$ cat config.mk
export PLATFORM = sky130hd
export DESIGN_NAME = ramb16_s4_ctrl
export DESIGN_NICKNAME = d
export VERILOG_FILES = /design/src/rtl/ramb16_s4_ctrl_pkg.sv /design/src/rtl/ramb16_s4_rsp_buf.sv /design/src/rtl/ramb16_s4_ctrl.sv
export SDC_FILE = /design/constraint.sdc
export NUM_CORES = 1
export LEC_CHECK = 0
export CAP_MARGIN = 20
export CORE_MARGIN = 4
export CORE_UTILIZATION = 42
export CTS_BUF_LIST = sky130_fd_sc_hd__clkbuf_8
export CTS_CLUSTER_SIZE = 12
export DETAILED_ROUTE_END_ITERATION = 16
export PLACE_DENSITY = 0.83
export SYNTH_ARGS = -nofsm -noshare
export SYNTH_HDL_FRONTEND = slang
export SYNTH_SLANG_ARGS = --single-unit
export TNS_END_PERCENT = 10
$ cat constraint.sdc
create_clock -name clk -period 1.4 [get_ports clk]
set_input_delay 0.21 -clock clk [delete_from_list [all_inputs] [get_ports clk]]
set_output_delay 0.21 -clock clk [all_outputs]
set_load 0.03 [all_outputs]
$ cat src/rtl/ramb16_s4_ctrl_pkg.sv
// Shared sizes, FSM state type and address helper for the RAMB16_S4 controller.
package ramb16_s4_ctrl_pkg;

    localparam int ADDR_W = 12;
    localparam int DATA_W = 4;
    localparam int DEPTH  = 4096;

    typedef enum logic {
        RUN   = 1'b0,
        CLEAR = 1'b1
    } state_t;

    function automatic logic is_last_addr(input logic [ADDR_W-1:0] addr);
        return (addr == {ADDR_W{1'b1}});
    endfunction

endpackage

$ cat src/rtl/ramb16_s4_rsp_buf.sv
// Two-entry read-response FIFO; the head entry is held until it is popped.
module ramb16_s4_rsp_buf
    import ramb16_s4_ctrl_pkg::*;
(
    input  logic              clk,
    input  logic              rst_n,
    input  logic              push,
    input  logic [DATA_W-1:0] push_data,
    input  logic              pop,
    output logic [1:0]        count,
    output logic              valid,
    output logic [DATA_W-1:0] head
);

    logic [DATA_W-1:0] mem_r [2];
    logic              wr_ptr_r;
    logic              rd_ptr_r;
    logic [1:0]        count_r;

    // Storage, pointers and occupancy; push+pop together keeps the count.
    always_ff @(posedge clk) begin
        if (!rst_n) begin
            mem_r[0] <= {DATA_W{1'b0}};
            mem_r[1] <= {DATA_W{1'b0}};
            wr_ptr_r <= 1'b0;
            rd_ptr_r <= 1'b0;
            count_r  <= 2'd0;
        end else begin
            if (push) begin
                mem_r[wr_ptr_r] <= push_data;
                wr_ptr_r        <= ~wr_ptr_r;
            end else begin
                wr_ptr_r        <= wr_ptr_r;
            end
            if (pop) begin
                rd_ptr_r <= ~rd_ptr_r;
            end else begin
                rd_ptr_r <= rd_ptr_r;
            end
            case ({push, pop})
                2'b10:   count_r <= count_r + 2'd1;
                2'b01:   count_r <= count_r - 2'd1;
                default: count_r <= count_r;
            endcase
        end
    end

    assign count = count_r;
    assign valid = (count_r != 2'd0);
    assign head  = mem_r[rd_ptr_r];

endmodule

$ cat src/rtl/ramb16_s4_ctrl.sv
// Command/response front end for a 4096x4 block RAM with a full-array clear sweep.
module ramb16_s4_ctrl
    import ramb16_s4_ctrl_pkg::*;
#(
    parameter logic [DATA_W-1:0] CLR_VAL = 4'h0
) (
    input  logic              clk,
    input  logic              rst_n,
    input  logic              cmd_valid,
    output logic              cmd_ready,
    input  logic              cmd_we,
    input  logic [ADDR_W-1:0] cmd_addr,
    input  logic [DATA_W-1:0] cmd_data,
    output logic              rsp_valid,
    input  logic              rsp_ready,
    output logic [DATA_W-1:0] rsp_data,
    input  logic              clr_req,
    output logic              clr_busy,
    output logic [ADDR_W-1:0] ram_addr,
    output logic [DATA_W-1:0] ram_di,
    output logic              ram_en,
    output logic              ram_we,
    input  logic [DATA_W-1:0] ram_do
);

    state_t            state_r;
    state_t            state_nxt_s;
    logic [ADDR_W-1:0] cnt_r;
    logic [ADDR_W-1:0] cnt_nxt_s;
    logic              inflight_r;
    logic              inflight_nxt_s;
    logic [1:0]        count_s;
    logic              pop_s;
    logic              accept_s;
    logic              cmd_ready_s;

    assign pop_s = rsp_valid && rsp_ready;

    // Next-state, acceptance and RAM port drive.
    always_comb begin
        state_nxt_s    = state_r;
        cnt_nxt_s      = cnt_r;
        inflight_nxt_s = 1'b0;
        cmd_ready_s    = 1'b0;
        accept_s       = 1'b0;
        ram_en         = 1'b0;
        ram_we         = 1'b0;
        ram_addr       = cmd_addr;
        ram_di         = cmd_data;
        case (state_r)
            RUN: begin
                // A pop this cycle frees a slot, so reads stream at full rate.
                if (rst_n && !clr_req) begin
                    cmd_ready_s = (({1'b0, count_s} + {2'b00, inflight_r}) < 3'd2) || pop_s;
                end else begin
                    cmd_ready_s = 1'b0;
                end
                accept_s = cmd_valid && cmd_ready_s;
                if (accept_s) begin
                    ram_en         = 1'b1;
                    ram_we         = cmd_we;
                    inflight_nxt_s = !cmd_we;
                end else begin
                    ram_en         = 1'b0;
                    ram_we         = 1'b0;
                end
                if (clr_req) begin
                    state_nxt_s = CLEAR;
                    cnt_nxt_s   = {ADDR_W{1'b0}};
                end else begin
                    state_nxt_s = RUN;
                end
            end
            CLEAR: begin
                ram_en    = rst_n;
                ram_we    = rst_n;
                ram_di    = CLR_VAL;
                ram_addr  = cnt_r;
                cnt_nxt_s = cnt_r + 12'd1;
                if (is_last_addr(cnt_r)) begin
                    state_nxt_s = RUN;
                end else begin
                    state_nxt_s = CLEAR;
                end
            end
            default: begin
                state_nxt_s = RUN;
            end
        endcase
    end

    // State, sweep counter and read-in-flight flag.
    always_ff @(posedge clk) begin
        if (!rst_n) begin
            state_r    <= RUN;
            cnt_r      <= {ADDR_W{1'b0}};
            inflight_r <= 1'b0;
        end else begin
            state_r    <= state_nxt_s;
            cnt_r      <= cnt_nxt_s;
            inflight_r <= inflight_nxt_s;
        end
    end

    ramb16_s4_rsp_buf u_rsp_buf (
        .clk       (clk),
        .rst_n     (rst_n),
        .push      (inflight_r),
        .push_data (ram_do),
        .pop       (pop_s),
        .count     (count_s),
        .valid     (rsp_valid),
        .head      (rsp_data)
    );

    assign cmd_ready = cmd_ready_s;
    assign clr_busy  = (state_r == CLEAR);

endmodule

==> flow_results.xml, run 1 <==
<?xml version="1.0" encoding="UTF-8"?>
<metrics>
  <group name="run_status">
    <metric name="run_status" unit="">finished, violations left</metric>
    <metric name="failing_checks" unit="">negative setup slack</metric>
  </group>
  <group name="worst_setup_path">
    <metric name="largest_driver_fanout_on_the_critical_path" unit="">3</metric>
    <metric name="timing.critical_path.mode_cell" unit="">buf_6</metric>
    <metric name="ff2ff_setup_slack" unit="ns">0</metric>
    <metric name="crit-reg2reg-capture" unit="">u_rsp_buf.count[1]</metric>
    <metric name="worst_path_largest_cell_delay" unit="ns">0.34</metric>
    <metric name="cp.required" unit="ns">1.19</metric>
    <metric name="worst-r2r-cell-count" unit="">5</metric>
    <metric name="timing.critical_path.cells" unit="">buf_6, a21oi_4, o211ai_1, buf_4, o21ai_4, buf_6</metric>
    <metric name="reg2reg_from" unit="">u_rsp_buf.count[0]</metric>
    <metric name="timing.critical_path.arrival" unit="ns">1.37</metric>
    <metric name="worst_path_max_delay_cell" unit="">dfxtp_2</metric>
    <metric name="path_class" unit="">reg -&gt; out</metric>
    <metric name="endpoint_kind" unit="">output pin</metric>
    <metric name="critical_path.startpoint_type" unit="">flip-flop</metric>
  </group>
  <group name="placement">
    <metric name="place_hpwl" unit="um">2480</metric>
    <metric name="dp_cells" unit="">254</metric>
    <metric name="gp_congestion" unit="">0.802</metric>
    <metric name="io_buffer_count" unit="">50</metric>
    <metric name="placement.setup.worst_slack" unit="ns">-0.312</metric>
    <metric name="dpl-instance-area" unit="mm2">0.00206</metric>
  </group>
  <group name="min_path">
    <metric name="timing.hold.worst_endpoint" unit="">inflight_r</metric>
    <metric name="timing.hold.worst_path_depth" unit="">2</metric>
    <metric name="min-delay-path-class" unit="">in -&gt; reg</metric>
    <metric name="holdCritStartpoint" unit="">cmd_we</metric>
  </group>
  <group name="clock_network">
    <metric name="clock_sink_count" unit="">27</metric>
    <metric name="cts-buffers-inserted" unit="">3</metric>
    <metric name="cts_tree" unit="">done</metric>
    <metric name="h_tree_levels" unit="">1</metric>
    <metric name="cts.clk_slew.worst_paths" unit="ns">0.10</metric>
    <metric name="insertion_delay" unit="ns">0.28</metric>
    <metric name="clk_path_buf_depth" unit="">2</metric>
    <metric name="cts.root.buffer_cell" unit="">clkbuf_8</metric>
  </group>
  <group name="layout">
    <metric name="post-route-cell-area" unit="mm2">0.00230</metric>
    <metric name="drive_gt1_share" unit="%">39.1</metric>
    <metric name="insertedDiodeCount" unit="">0</metric>
    <metric name="area.growth.synth_to_final" unit="%">58.1</metric>
    <metric name="layout.cells.most_common" unit="">clkdlybuf4s50_1</metric>
    <metric name="final_stage_net_count" unit="">244</metric>
    <metric name="stdcell_count" unit="">261</metric>
    <metric name="commonest_cells_after_routing_fill_and_taps_aside" unit="">22 x clkdlybuf4s50_1, 18 x buf_4, 16 x nor2_1, 16 x buf_6, 15 x nand2_1</metric>
  </group>
  <group name="routing">
    <metric name="drt_first_iter_violations" unit="">38</metric>
    <metric name="routed.top_layer" unit="">met4</metric>
    <metric name="route.antenna.remaining_nets" unit="">0</metric>
    <metric name="route.met2.wl" unit="um">1800</metric>
    <metric name="detailedRoute.firstPassIterationCount" unit="">4</metric>
    <metric name="finalWirelength" unit="um">3710</metric>
    <metric name="detailroute.via_count" unit="">1382</metric>
    <metric name="route.detailed.wl_per_inst" unit="um">14.2</metric>
    <metric name="routed_via_density" unit="">5.30</metric>
    <metric name="routed-wl-met3" unit="um">211</metric>
    <metric name="drt_drc_violations_left" unit="">0</metric>
    <metric name="wl_met1" unit="um">1600</metric>
  </group>
  <group name="pwr">
    <metric name="power_frac_clock" unit="%">25.4</metric>
    <metric name="p_int" unit="W">0.00131</metric>
    <metric name="netSwitchingPower" unit="W">0.000540</metric>
    <metric name="p_leak" unit="nW">0.920</metric>
    <metric name="pwr-share-comb" unit="%">28.8</metric>
    <metric name="proportion_of_total_power_due_to_net_switching" unit="%">29.1</metric>
    <metric name="seqPwrFrac" unit="%">45.7</metric>
    <metric name="power_density_over_the_cells" unit="mW/mm2">806</metric>
    <metric name="vdd_drop_max" unit="mV">0.456</metric>
    <metric name="design_power_total" unit="W">0.00185</metric>
  </group>
  <group name="die">
    <metric name="die_height" unit="um">66.8</metric>
    <metric name="starting_density_of_the_core" unit="%">43.5</metric>
    <metric name="rows" unit="">21</metric>
    <metric name="fp.coreArea" unit="mm2">0.00334</metric>
    <metric name="die_area" unit="mm2">0.00446</metric>
    <metric name="die_x" unit="um">66.8</metric>
    <metric name="top_level_ports" unit="">51</metric>
  </group>
  <group name="yosys">
    <metric name="synth_edf_count" unit="">8</metric>
    <metric name="netlist_area" unit="mm2">0.00145</metric>
    <metric name="seq_area_frac_synth" unit="%">42.7</metric>
    <metric name="synth_ff_type" unit="">dfxtp_1</metric>
    <metric name="synth.net_count" unit="">181</metric>
    <metric name="yosys_cell_types" unit="">35</metric>
    <metric name="netlist_instances" unit="">153</metric>
    <metric name="synthArstFlopShare" unit="%">0</metric>
    <metric name="yosys_register_bits" unit="">27</metric>
    <metric name="number_of_warnings_issued_by_yosys" unit="">0</metric>
    <metric name="postSynthAreaPerCell" unit="um2">9.49</metric>
  </group>
  <group name="sta">
    <metric name="worst_slew_margin_rel" unit="%">81.6</metric>
    <metric name="final-max-slew-violation-count" unit="">0</metric>
    <metric name="timing.clock.skew" unit="ns">0.00336</metric>
    <metric name="grt_setup_unrepaired" unit="">yes</metric>
    <metric name="period_share" unit="%">113</metric>
    <metric name="setup_total_negative_slack" unit="ns">-2.11</metric>
    <metric name="max_freq" unit="MHz">635</metric>
    <metric name="finalSetupViolations" unit="">19</metric>
    <metric name="report.final.hold_viol_count" unit="">0</metric>
    <metric name="transition_time_at_the_pin_with_the_least_slew_margin" unit="ns">0.274</metric>
    <metric name="final.setup.worst_slack" unit="ns">-0.176</metric>
    <metric name="period_minus_slack" unit="ns">1.58</metric>
  </group>
  <group name="global_routing">
    <metric name="antenna_found_initial" unit="">0</metric>
    <metric name="grt_pass1_vias" unit="">1436</metric>
    <metric name="grt_usage" unit="%">17.9</metric>
    <metric name="global_route_wire_length_before_repair" unit="um">6070</metric>
    <metric name="largest_net_degree_at_the_start_of_global_routing" unit="">18</metric>
    <metric name="global_route.overflow_total" unit="">0</metric>
  </group>
  <group name="job">
    <metric name="timing.max_cap.violations" unit="">0</metric>
  </group>
</metrics>
Yosys cell counts, drive strengths merged, types with 3 or more instances:
cell type	count	share of area (%)
or3	3	1.3
mux2i	4	2.8
nor2b	5	2.2
nand2b	5	2.2
inv	5	1.3
dfxtp	19	26
a21oi	6	2.1
buf	7	2.9
nand4	5	3.0
a311oi	3	1.8
mux2	15	12
nor2	17	4.4
nand2	16	4.1
xor2	3	1.8
nand3	6	2.1
edfxtp	8	17
o21ai	6	2.1
layout make-up:
cell class | instances | area (um2)
repair buffers | 66 | 664
clock buffers | 3 | 41.3
flip-flops and latches | 27 | 636
multi-input cells | 113 | 871
well taps | 46 | 57.6
clock inverters | 1 | 8.76
fillers | 263 | 1040
inverters | 5 | 18.8
sequential cells by signal (all words and copies together) (netlist names), named ones only:
register	cells
cnt_r	12
u_rsp_buf.count	2
u_rsp_buf.rd_ptr_r	1
u_rsp_buf.mem_r	8
clr_busy	1
inflight_r	1
u_rsp_buf.wr_ptr_r	1
worst max-delay path: cells and delay by family, from the launching register on:
family / cells / cell delay (ns)
AO/OA/AOI/OAI: 3 / 0.32
buffers and inverters: 3 / 0.42
flip-flops: 1 / 0.34
worst max path at each step:
stage          slack [ns]                 end                from
3_3_place_gp        -0.26              ram_we               rst_n
2_1_floorplan      -0.003              ram_en            clr_busy
3_5_place_dp        -0.31  u_rsp_buf.count[1]           rsp_ready
6_report            -0.18              ram_we  u_rsp_buf.count[1]
4_1_cts             -0.19              ram_we  u_rsp_buf.count[1]
5_1_grt             -0.24              ram_we  u_rsp_buf.count[1]
per-layer routing:
metal	track usage (%)	vias up
li1	-	669
met2	30.3	50
met5	0	-
met4	9.64	0
met3	4.05	11
met1	20.7	652
stage by stage:
| stage | hold WS [ns] | utilization [%] |
|---|---|---|
| after global routing | 0.500 | 68.8 |
| after global placement | 0.450 | 61.6 |
| after CTS | 0.487 | 68.2 |
| after floorplan | 0.287 | - |
| final | 0.481 | 68.8 |
| after detailed placement | 0.469 | 61.6 |
power groups by stage:
| stage | logic (W) | clock network, W | registers, W |
|---|---|---|---|
| 3_5_place_dp | 0.000469 | 0 | 0.000863 |
| 4_1_cts | 0.000532 | 0.000471 | 0.000846 |
| 5_1_grt | 0.000566 | 0.000504 | 0.000850 |
| 6_report | 0.000534 | 0.000470 | 0.000847 |
| 3_3_place_gp | 0.000464 | 0 | 0.000862 |
| 2_1_floorplan | 0.000259 | 0 | 0.000864 |
cell families after synthesis:
logic type      after synthesis  share of synthesized area [%]
flops                        27                           42.7
mux                          19                           14.4
compound gates               22                           9.73
xor+xnor                      5                           3.02
buf+inv                      13                           4.48
simple gates                 65                           23.9
fa+ha+maj                     2                           1.72
what timing repair did:
| item | in CTS | in global routing |
|---|---|---|
| hold buffers | 0 | 0 |
| resized for setup | 56 | 6 |
| endpoints found under the setup margin | 20 | 26 |
| cloned | 1 | 0 |
| pin swaps | 2 | 4 |
| setup buffers | 2 | 0 |
No activity file was read; power rests on OpenSTA's default activity.
==> run 2: changes to the inputs <==
--- a/config.mk
+++ b/config.mk
@@ -11,7 +11,9 @@
 export CTS_BUF_LIST = sky130_fd_sc_hd__clkbuf_8
 export CTS_CLUSTER_SIZE = 12
 export DETAILED_ROUTE_END_ITERATION = 16
+export HOLD_SLACK_MARGIN = 0.03
 export PLACE_DENSITY = 0.83
+export SLEW_MARGIN = 40
 export SYNTH_ARGS = -nofsm -noshare
 export SYNTH_HDL_FRONTEND = slang
 export SYNTH_SLANG_ARGS = --single-unit
==> results of run 2 <==
The final DEF is identical to that of run 1; final timing and power are the same.
